==> src/rtl/filter_pkg.sv <==
// Shared widths, state encoding and output-mode constants for the median filter front end.
package filter_pkg;

    localparam int DATA_W = 8;
    localparam int DEPTH  = 8;
    localparam int ADDR_W = 3;

    typedef enum logic [1:0] {
        ACCEPT,
        WRITE,
        SETTLE,
        FLUSH
    } filter_feeder_state_t;

    localparam logic [1:0] SEL_PASS   = 2'b10;
    localparam logic [1:0] SEL_DIFF   = 2'b01;
    localparam logic [1:0] SEL_MEDIAN = 2'b00;

    // Anything other than pass or difference collapses onto the median select.
    function automatic logic [1:0] decode_mode(input logic [1:0] mode);
        case (mode)
            SEL_PASS: decode_mode = SEL_PASS;
            SEL_DIFF: decode_mode = SEL_DIFF;
            default:  decode_mode = SEL_MEDIAN;
        endcase
    endfunction

endpackage

==> src/rtl/filter_ring_ptr.sv <==
// Wrapping window index; relies on the window depth being a power of two.
module filter_ring_ptr #(
    parameter int ADDR_W = 3
) (
    input  logic              clk,
    input  logic              rst,
    input  logic              clear,
    input  logic              incr,
    output logic [ADDR_W-1:0] ptr
);

    always_ff @(posedge clk) begin
        if (rst || clear) begin
            ptr <= '0;
        end else if (incr) begin
            ptr <= ptr + ADDR_W'(1);
        end
    end

endmodule

==> src/rtl/filter_feeder.sv <==
// Feeds a valid/ready byte stream into the median filter window and flags settled
// medians of a full window; also zero-fills the window on request.
module filter_feeder
    import filter_pkg::*;
#(
    parameter int DATA_W        = filter_pkg::DATA_W,
    parameter int DEPTH         = filter_pkg::DEPTH,
    parameter int ADDR_W        = filter_pkg::ADDR_W,
    parameter int SETTLE_CYCLES = 2
) (
    input  logic              clk,
    input  logic              rst,
    input  logic [DATA_W-1:0] in_data,
    input  logic              in_valid,
    output logic              in_ready,
    input  logic              flush_req,
    input  logic [1:0]        mode_cfg,
    output logic [DATA_W-1:0] data_in,
    output logic [ADDR_W-1:0] reg_addr,
    output logic              wr_enable,
    output logic [1:0]        out_select,
    output logic              window_full,
    output logic              result_valid
);

    localparam logic [ADDR_W:0]   FULL_COUNT  = (ADDR_W + 1)'(DEPTH);
    localparam logic [ADDR_W-1:0] LAST_IDX    = ADDR_W'(DEPTH - 1);
    localparam logic [3:0]        SETTLE_LOAD = 4'((SETTLE_CYCLES > 0) ? SETTLE_CYCLES - 1 : 0);

    filter_feeder_state_t state;
    logic [ADDR_W-1:0]    wr_ptr;
    logic [ADDR_W-1:0]    flush_idx;
    logic [ADDR_W:0]      fill_count;
    logic [ADDR_W:0]      fill_inc;
    logic [3:0]           settle_cnt;
    logic                 flush_last;

    assign in_ready   = (state == ACCEPT) && !flush_req && !rst;
    assign fill_inc   = (fill_count == FULL_COUNT) ? fill_count : fill_count + (ADDR_W + 1)'(1);
    assign flush_last = (state == FLUSH) && (flush_idx == LAST_IDX);

    filter_ring_ptr #(.ADDR_W(ADDR_W)) u_wr_ptr (
        .clk   (clk),
        .rst   (rst),
        .clear (flush_last),
        .incr  (state == WRITE),
        .ptr   (wr_ptr)
    );

    filter_ring_ptr #(.ADDR_W(ADDR_W)) u_flush_idx (
        .clk   (clk),
        .rst   (rst),
        .clear ((state == ACCEPT) && flush_req),
        .incr  (state == FLUSH),
        .ptr   (flush_idx)
    );

    // The flush issues its first zero write on entry so that every FLUSH cycle
    // carries a write strobe, with reg_addr running one step ahead of flush_idx.
    always_ff @(posedge clk) begin
        if (rst) begin
            state        <= ACCEPT;
            fill_count   <= '0;
            window_full  <= 1'b0;
            settle_cnt   <= '0;
            data_in      <= '0;
            reg_addr     <= '0;
            wr_enable    <= 1'b0;
            out_select   <= '0;
            result_valid <= 1'b0;
        end else begin
            wr_enable    <= 1'b0;
            result_valid <= 1'b0;
            case (state)
                ACCEPT: begin
                    out_select <= decode_mode(mode_cfg);
                    if (flush_req) begin
                        state     <= FLUSH;
                        wr_enable <= 1'b1;
                        data_in   <= '0;
                        reg_addr  <= '0;
                    end else if (in_valid) begin
                        state     <= WRITE;
                        wr_enable <= 1'b1;
                        data_in   <= in_data;
                        reg_addr  <= wr_ptr;
                    end
                end
                WRITE: begin
                    fill_count  <= fill_inc;
                    window_full <= (fill_inc == FULL_COUNT);
                    if (SETTLE_CYCLES == 0) begin
                        state        <= ACCEPT;
                        result_valid <= (fill_inc == FULL_COUNT);
                    end else begin
                        state      <= SETTLE;
                        settle_cnt <= SETTLE_LOAD;
                    end
                end
                SETTLE: begin
                    if (settle_cnt == 4'd0) begin
                        state        <= ACCEPT;
                        result_valid <= (fill_count == FULL_COUNT);
                    end else begin
                        settle_cnt <= settle_cnt - 4'd1;
                    end
                end
                FLUSH: begin
                    if (flush_idx == LAST_IDX) begin
                        state       <= ACCEPT;
                        fill_count  <= '0;
                        window_full <= 1'b0;
                    end else begin
                        wr_enable <= 1'b1;
                        reg_addr  <= flush_idx + ADDR_W'(1);
                    end
                end
                default: state <= ACCEPT;
            endcase
        end
    end

endmodule
==> config.mk <==
export PLATFORM = sky130hd
export DESIGN_NAME = filter_feeder
export DESIGN_NICKNAME = d
export VERILOG_FILES = /design/src/rtl/filter_pkg.sv /design/src/rtl/filter_ring_ptr.sv /design/src/rtl/filter_feeder.sv
export SDC_FILE = /design/constraint.sdc
export NUM_CORES = 1
export LEC_CHECK = 0
export ABC_AREA = 1
export BUFFER_PORTS_ARGS = -buffer_cell sky130_fd_sc_hd__buf_2
export CORE_MARGIN = 3
export CORE_UTILIZATION = 35
export CTS_CLUSTER_DIAMETER = 60
export DETAILED_ROUTE_END_ITERATION = 10
export GPL_ROUTABILITY_DRIVEN = 0
export MAX_ROUTING_LAYER = met4
export SYNTH_ARGS = -nofsm -noshare
export SYNTH_HDL_FRONTEND = slang
export SYNTH_HIERARCHICAL = 1
export SYNTH_SLANG_ARGS = --single-unit
==> constraint.sdc <==
create_clock -name clk -period 2.9 [get_ports clk]
set_input_delay 0.29 -clock clk [delete_from_list [all_inputs] [get_ports clk]]
set_output_delay 0.29 -clock clk [all_outputs]
set_load 0.02 [all_outputs]
### Yosys cells after proc, flatten, opt, wreduce, memory -nomap -nowiden

Index checks and enable logic that the tools add are counted.

* bitwise logic cells: 2
* add/subtract/negate cells: 4
* multiplexer cells: 23
* reductions and logical operators: 20
* equality and inequality tests: 13

Operators with widths (number)
* 2-to-1 mux 8 bit: 2
* case mux 4 bit (2 select lines): 2
* 2-to-1 mux 4 bit: 3
* 2-to-1 mux 3 bit: 3
* equality test 4 bit (second input constant): 2
* 2-to-1 mux 2 bit: 4
* != test 2 bit (second input constant): 4
* case mux 2 bit (4 select lines): 1
* nonzero test 2 bit: 4
* adder 3 x 1 -> 3 bit (second input constant): 2
* equality test 2 bit (second input constant): 3
* case mux 3 bit (2 select lines): 1
* AND reduction 2 bit: 3
* AND reduction 3 bit: 2
* adder 4 x 1 -> 4 bit (second input constant): 1
* equality test 2 x 1 -> 1 bit (second input constant): 2
* logical AND 1 bit: 4
* zero test 4 bit: 1
* 2-to-1 mux 1 bit: 4
* case mux 1 bit (2 select lines): 2
* case mux 2 bit (2 select lines): 1
* subtractor 4 x 1 -> 4 bit (second input constant): 1
* equality test 3 bit (second input constant): 1
* != test 3 bit (second input constant): 1
* 5 further kinds: 8

* register bits: 32
* output and inout bits: 17

### Logic depth before layout (Yosys ltp)

* depth in word-level cells: 4
* gate-level depth with buffers: 8

### By module

The synthesis kept the hierarchy.

By module, submodules not included
* filter_feeder: area an instance 1297.5 sq um, instances 1, cells each 182
* filter_ring_ptr: area an instance 130.1 sq um, instances 2, cells each 18

### Worst setup path after synthesis

OpenSTA, ideal clock, no wires.

* path type: register to register
* from: reg state[0]
* to: reg state[1]
* setup time: 0.113 ns
* path slack: 1.520 ns
* data arrival time: 1.267 ns
* path buffers: 0
* clock period less this slack: 1.380 ns
* stages on the path, launching flop included: 8
* path through: dfxtp_1 > ha_1 > inv_1 > or2_4 > nand3_2 > nand2_1 > nand2_1 > nor2_1

* word-level cells in the longest chain between the ends: 3

RTL lines
* from (decl): RTL line filter_feeder.sv:30 `filter_feeder_state_t state;`
* from (signal assigned): RTL line filter_feeder.sv:62 `state <= ACCEPT;`
* from (signal assigned): RTL line filter_feeder.sv:78 `state <= FLUSH;`
* from (signal assigned): RTL line filter_feeder.sv:83 `state <= WRITE;`
* equality test 2 bit / zero test 2 bit (equally long branches): RTL line filter_feeder.sv:74 `case (state)`
* != test 2 bit (no line) / != test 3 bit (equally long branches)
* AND reduction 3 bit (no line)

Several ways; a longest one is shown, not always the timed one.
A chain may end at the register's enable or synchronous reset.

### Worst setup path in the final report

* from: reg state[0]
* to: out in_ready

* word-level cells in the longest chain between the ends: 3

RTL lines
* zero test 2 bit: RTL line filter_feeder.sv:38 `assign in_ready = (state == ACCEPT) && !flush_req && !rst;`
* logical AND 1 bit (2 in series): RTL line filter_feeder.sv:38
* to (decl): RTL line filter_feeder.sv:15 `output logic in_ready,`

No other way between the ends.

==> results.py <==
metrics = {
    "route": {
        "drc": 0,
        "highest_layer": "met4",
        "drt-initial-drc-count": 66,
        "antenna_left": 0,
        "wl_met1_mm": 1.50,
        "wl_per_cell_um": 10.5,
        "met2_length_mm": 1.48,
        "viasPerCell": 4.64,
        "wirelength_mm": 3.18,
        "via_count": 1406,
        "drt_pass1_iterations": 4,
        "route.met3.wl_um": 143,
    },
    "layout": {
        "antenna_cells": 0,
        "nFillCells": 460,
        "stdcell_count": 303,
        "nNetsFinal": 277,
        "fin_area_um2": 1850,
        "syn_to_final_growth_pct": 18.6,
        "final_layout_size_suffix_gt1_share_pct": 17.4,
    },
    "logic_synthesis": {
        "synth.net_count": 243,
        "yosysUniqueCellTypes": 26,
        "synth_top_area_share_pct": 41.1,
        "syn_inst": 218,
        "ys_warn_count": 6,
        "synth_area_leader_cell": "dfxtp_1",
        "ys.flop_type": "dfxtp_1",
        "synth-async-reset-ratio_pct": 0,
        "synth_edf_count": 0,
        "synth_area_leaders": "dfxtp_1 41%, nand2_1 14%, ha_1 8.8%",
        "syn_area_um2": 1560,
        "synth-seq-area-share_pct": 41.1,
        "ys_seq_elements": 32,
        "synth_area_per_cell_um2": 7.15,
    },
    "clocking": {
        "ctsHoldBuffers": 0,
        "cts_inserted_buffers": 5,
        "clk_pin_slew_ns": 0.06,
        "root_buffer": "clkbuf_8",
        "h-tree-depth": 2,
        "worstSkewPairLatency_ns": 0.28,
        "cts.sinks": 32,
        "cts_resized": 0,
        "cts_tree": "yes",
        "postCtsSetupRepairBufs": 0,
        "clockBufferDepth": 2,
    },
    "worst_setup_path": {
        "crit_type": "flop to output pin",
        "slowest_delay_ns": 0.39,
        "r2r_end": "state[1]$_SDFFE_PP0P_",
        "path_cells": "inv_1, ha_1, nand2_1, nor2_1, buf_2",
        "critPathTopFamily": "flip-flops",
        "required_ns": 2.61,
        "end_kind": "output pin",
        "critical_path_buf_inv_count": 2,
        "crit_arrival_ns": 1.34,
        "critPathLaunchType": "flop",
        "timing.rr.start": "state[0]$_SDFFE_PP0P_",
        "cp_slowest_cell": "dfxtp_1",
        "reg2regPathDepth": 7,
        "crit_fanout": 6,
        "reg2reg_slack_ns": 1.31,
    },
    "sta": {
        "worst_slack_ns": 1.27,
        "worst_pin_slew_ns": 0.437,
        "slew_headroom_pct": 70.9,
        "hold_viol": 0,
        "maxClockFrequency_ghz": 0.613,
        "rsz0062_at_grt": "false",
        "setup_viol": 0,
        "finalSetupTns_ns": 0,
        "fin_crit_sh_pct": 56.3,
        "drv_slew": 0,
        "period_needed_ns": 1.63,
        "skew_ns": 0.00456,
    },
    "worst_hold_path": {
        "holdCritStartpoint": "mode_cfg[0]",
        "hp-class": "input pin to flop",
        "hold_depth": 2,
        "hold_end": "out_select[1]$_SDFFE_PP0P_",
    },
    "power_and_ir_drop": {
        "power_density_nw_per_um2": 899,
        "power_w": 0.00166,
        "p_clk_share_pct": 21.1,
        "swShare_pct": 40.8,
        "vdd_ir_drop_max_mv": 0.360,
        "seq_power_share_pct": 37.1,
        "p_sw_w": 0.000678,
        "power_frac_comb_pct": 41.8,
        "internal_power_w": 0.000982,
        "p_leak_nw": 0.892,
    },
    "grt": {
        "grt_overflow": 0,
        "antenna_found_initial": 0,
        "first_global_vias": 1287,
        "grt_pass1_wl_mm": 5.42,
        "grt_max_degree": 20,
        "track_usage_pct": 13.6,
    },
    "floorplanning": {
        "placementRows": 23,
        "initial_core_util_pct": 37.6,
        "num_io_pins": 31,
        "die_w_um": 72.7,
        "die_area_um2": 5290,
        "die_y_um": 72.7,
        "coreArea_um2": 4140,
    },
    "placement": {
        "place_ws_ns": 1.28,
        "hpwlAfterDp_mm": 2.44,
        "port_buffers": 30,
        "dp_cells": 295,
        "placed_cell_area_um2": 1760,
    },
    "flow_run": {
        "maxCapViolations": 0,
    },
    "outcome": {
        "status": "completed",
    },
}
[power by group through the flow]
stage / registers [W] / clock network (W) / logic [W]
final: 0.000615 / 0.000350 / 0.000694
after global routing: 0.000628 / 0.000383 / 0.000797
after detailed placement: 0.000624 / 0 / 0.000698
after floorplan: 0.000671 / 0 / 0.000483
after CTS: 0.000615 / 0.000364 / 0.000701
after global placement: 0.000624 / 0 / 0.000697
[cells in the mapped netlist (all sizes together) (2+ instances only)]
cell type	instances
o21ai	3
a21oi	20
nand4	2
nor2	28
ha	11
inv	26
buf	2
nand2	59
dfxtp	32
nand3	23
[layer usage]
layer	vias up	GRT usage [%]
met3	6	5.23
met2	22	20.9
met5	-	-
met1	606	15.9
li1	772	-
met4	0	5.53
[worst max-delay path by stage]
stage | to | slack, ns | startpoint | cells after the start
final | in_ready | 1.27 | state[0]$_SDFFE_PP0P_ | 5
after global routing | fill_count[0]$_SDFFE_PP0P_ | 1.14 | state[0]$_SDFFE_PP0P_ | 7
after CTS | in_ready | 1.25 | state[0]$_SDFFE_PP0P_ | 5
after detailed placement | in_ready | 1.28 | rst | 5
after global placement | in_ready | 1.31 | rst | 5
after floorplan | state[1]$_SDFFE_PP0P_ | 1.52 | state[0]$_SDFFE_PP0P_ | 7
[final cells by class]
class	instances	area, um^2	share of cell area, %
repair buffers	30	150	8.13
flip-flops and latches	32	641	34.7
multi-input cells	156	802	43.4
inverters	27	101	5.49
well taps	50	62.6	3.39
clock buffers	8	90.1	4.88
[kinds of logic (layout without fill, tap and decap cells)]
logic type      Yosys count  count (layout)  synth area share (%)
compound gates           29              29                  11.2
fa+ha+maj                11              11                  8.84
buf+inv                  30              65                  7.39
flops                    32              32                  41.1
simple gates            116             116                  31.5
[through the flow]
| stage | hold slack [ns] | util [%] |
|---|---|---|
| finish | 0.210 | 44.6 |
| global route | 0.214 | 44.6 |
| CTS | 0.198 | 44.6 |
| detailed placement | 0.459 | 42.4 |
| global placement | 0.457 | 42.4 |
| floorplan | 0.392 | - |
[cell usage in the layout, fill, tap and decap left out, types with 2 or more instances in the layout]
| cell type | count |
|---|---|
| nand2_1 | 59 |
| nor2_1 | 26 |
| ha_1 | 11 |
| nor2_2 | 2 |
| o21ai_0 | 3 |
| nand4_1 | 2 |
| dfxtp_1 | 32 |
| buf_2 | 30 |
| a21oi_1 | 19 |
| inv_2 | 2 |
| inv_1 | 24 |
| nand3_1 | 22 |
| clkbuf_1 | 2 |
| clkbuf_8 | 6 |
[state kept, by name, summed over array words and instances (netlist names)]
signal           cells
u_flush_idx/ptr      3
fill_count           4
window_full          1
data_in              8
wr_enable            1
state                2
reg_addr             3
result_valid         1
u_wr_ptr/ptr         3
out_select           2
settle_cnt           4
[worst reg2reg max path: cells and delay by family (launching register included)]
kind,cells,cell delay (ns)
flip-flops,1,0.39
buffers and inverters,1,0.18
AND/OR/NAND/NOR,5,0.52
adder cells (fa/ha/maj),1,0.40
No activity file was read; power rests on OpenSTA's default activity.
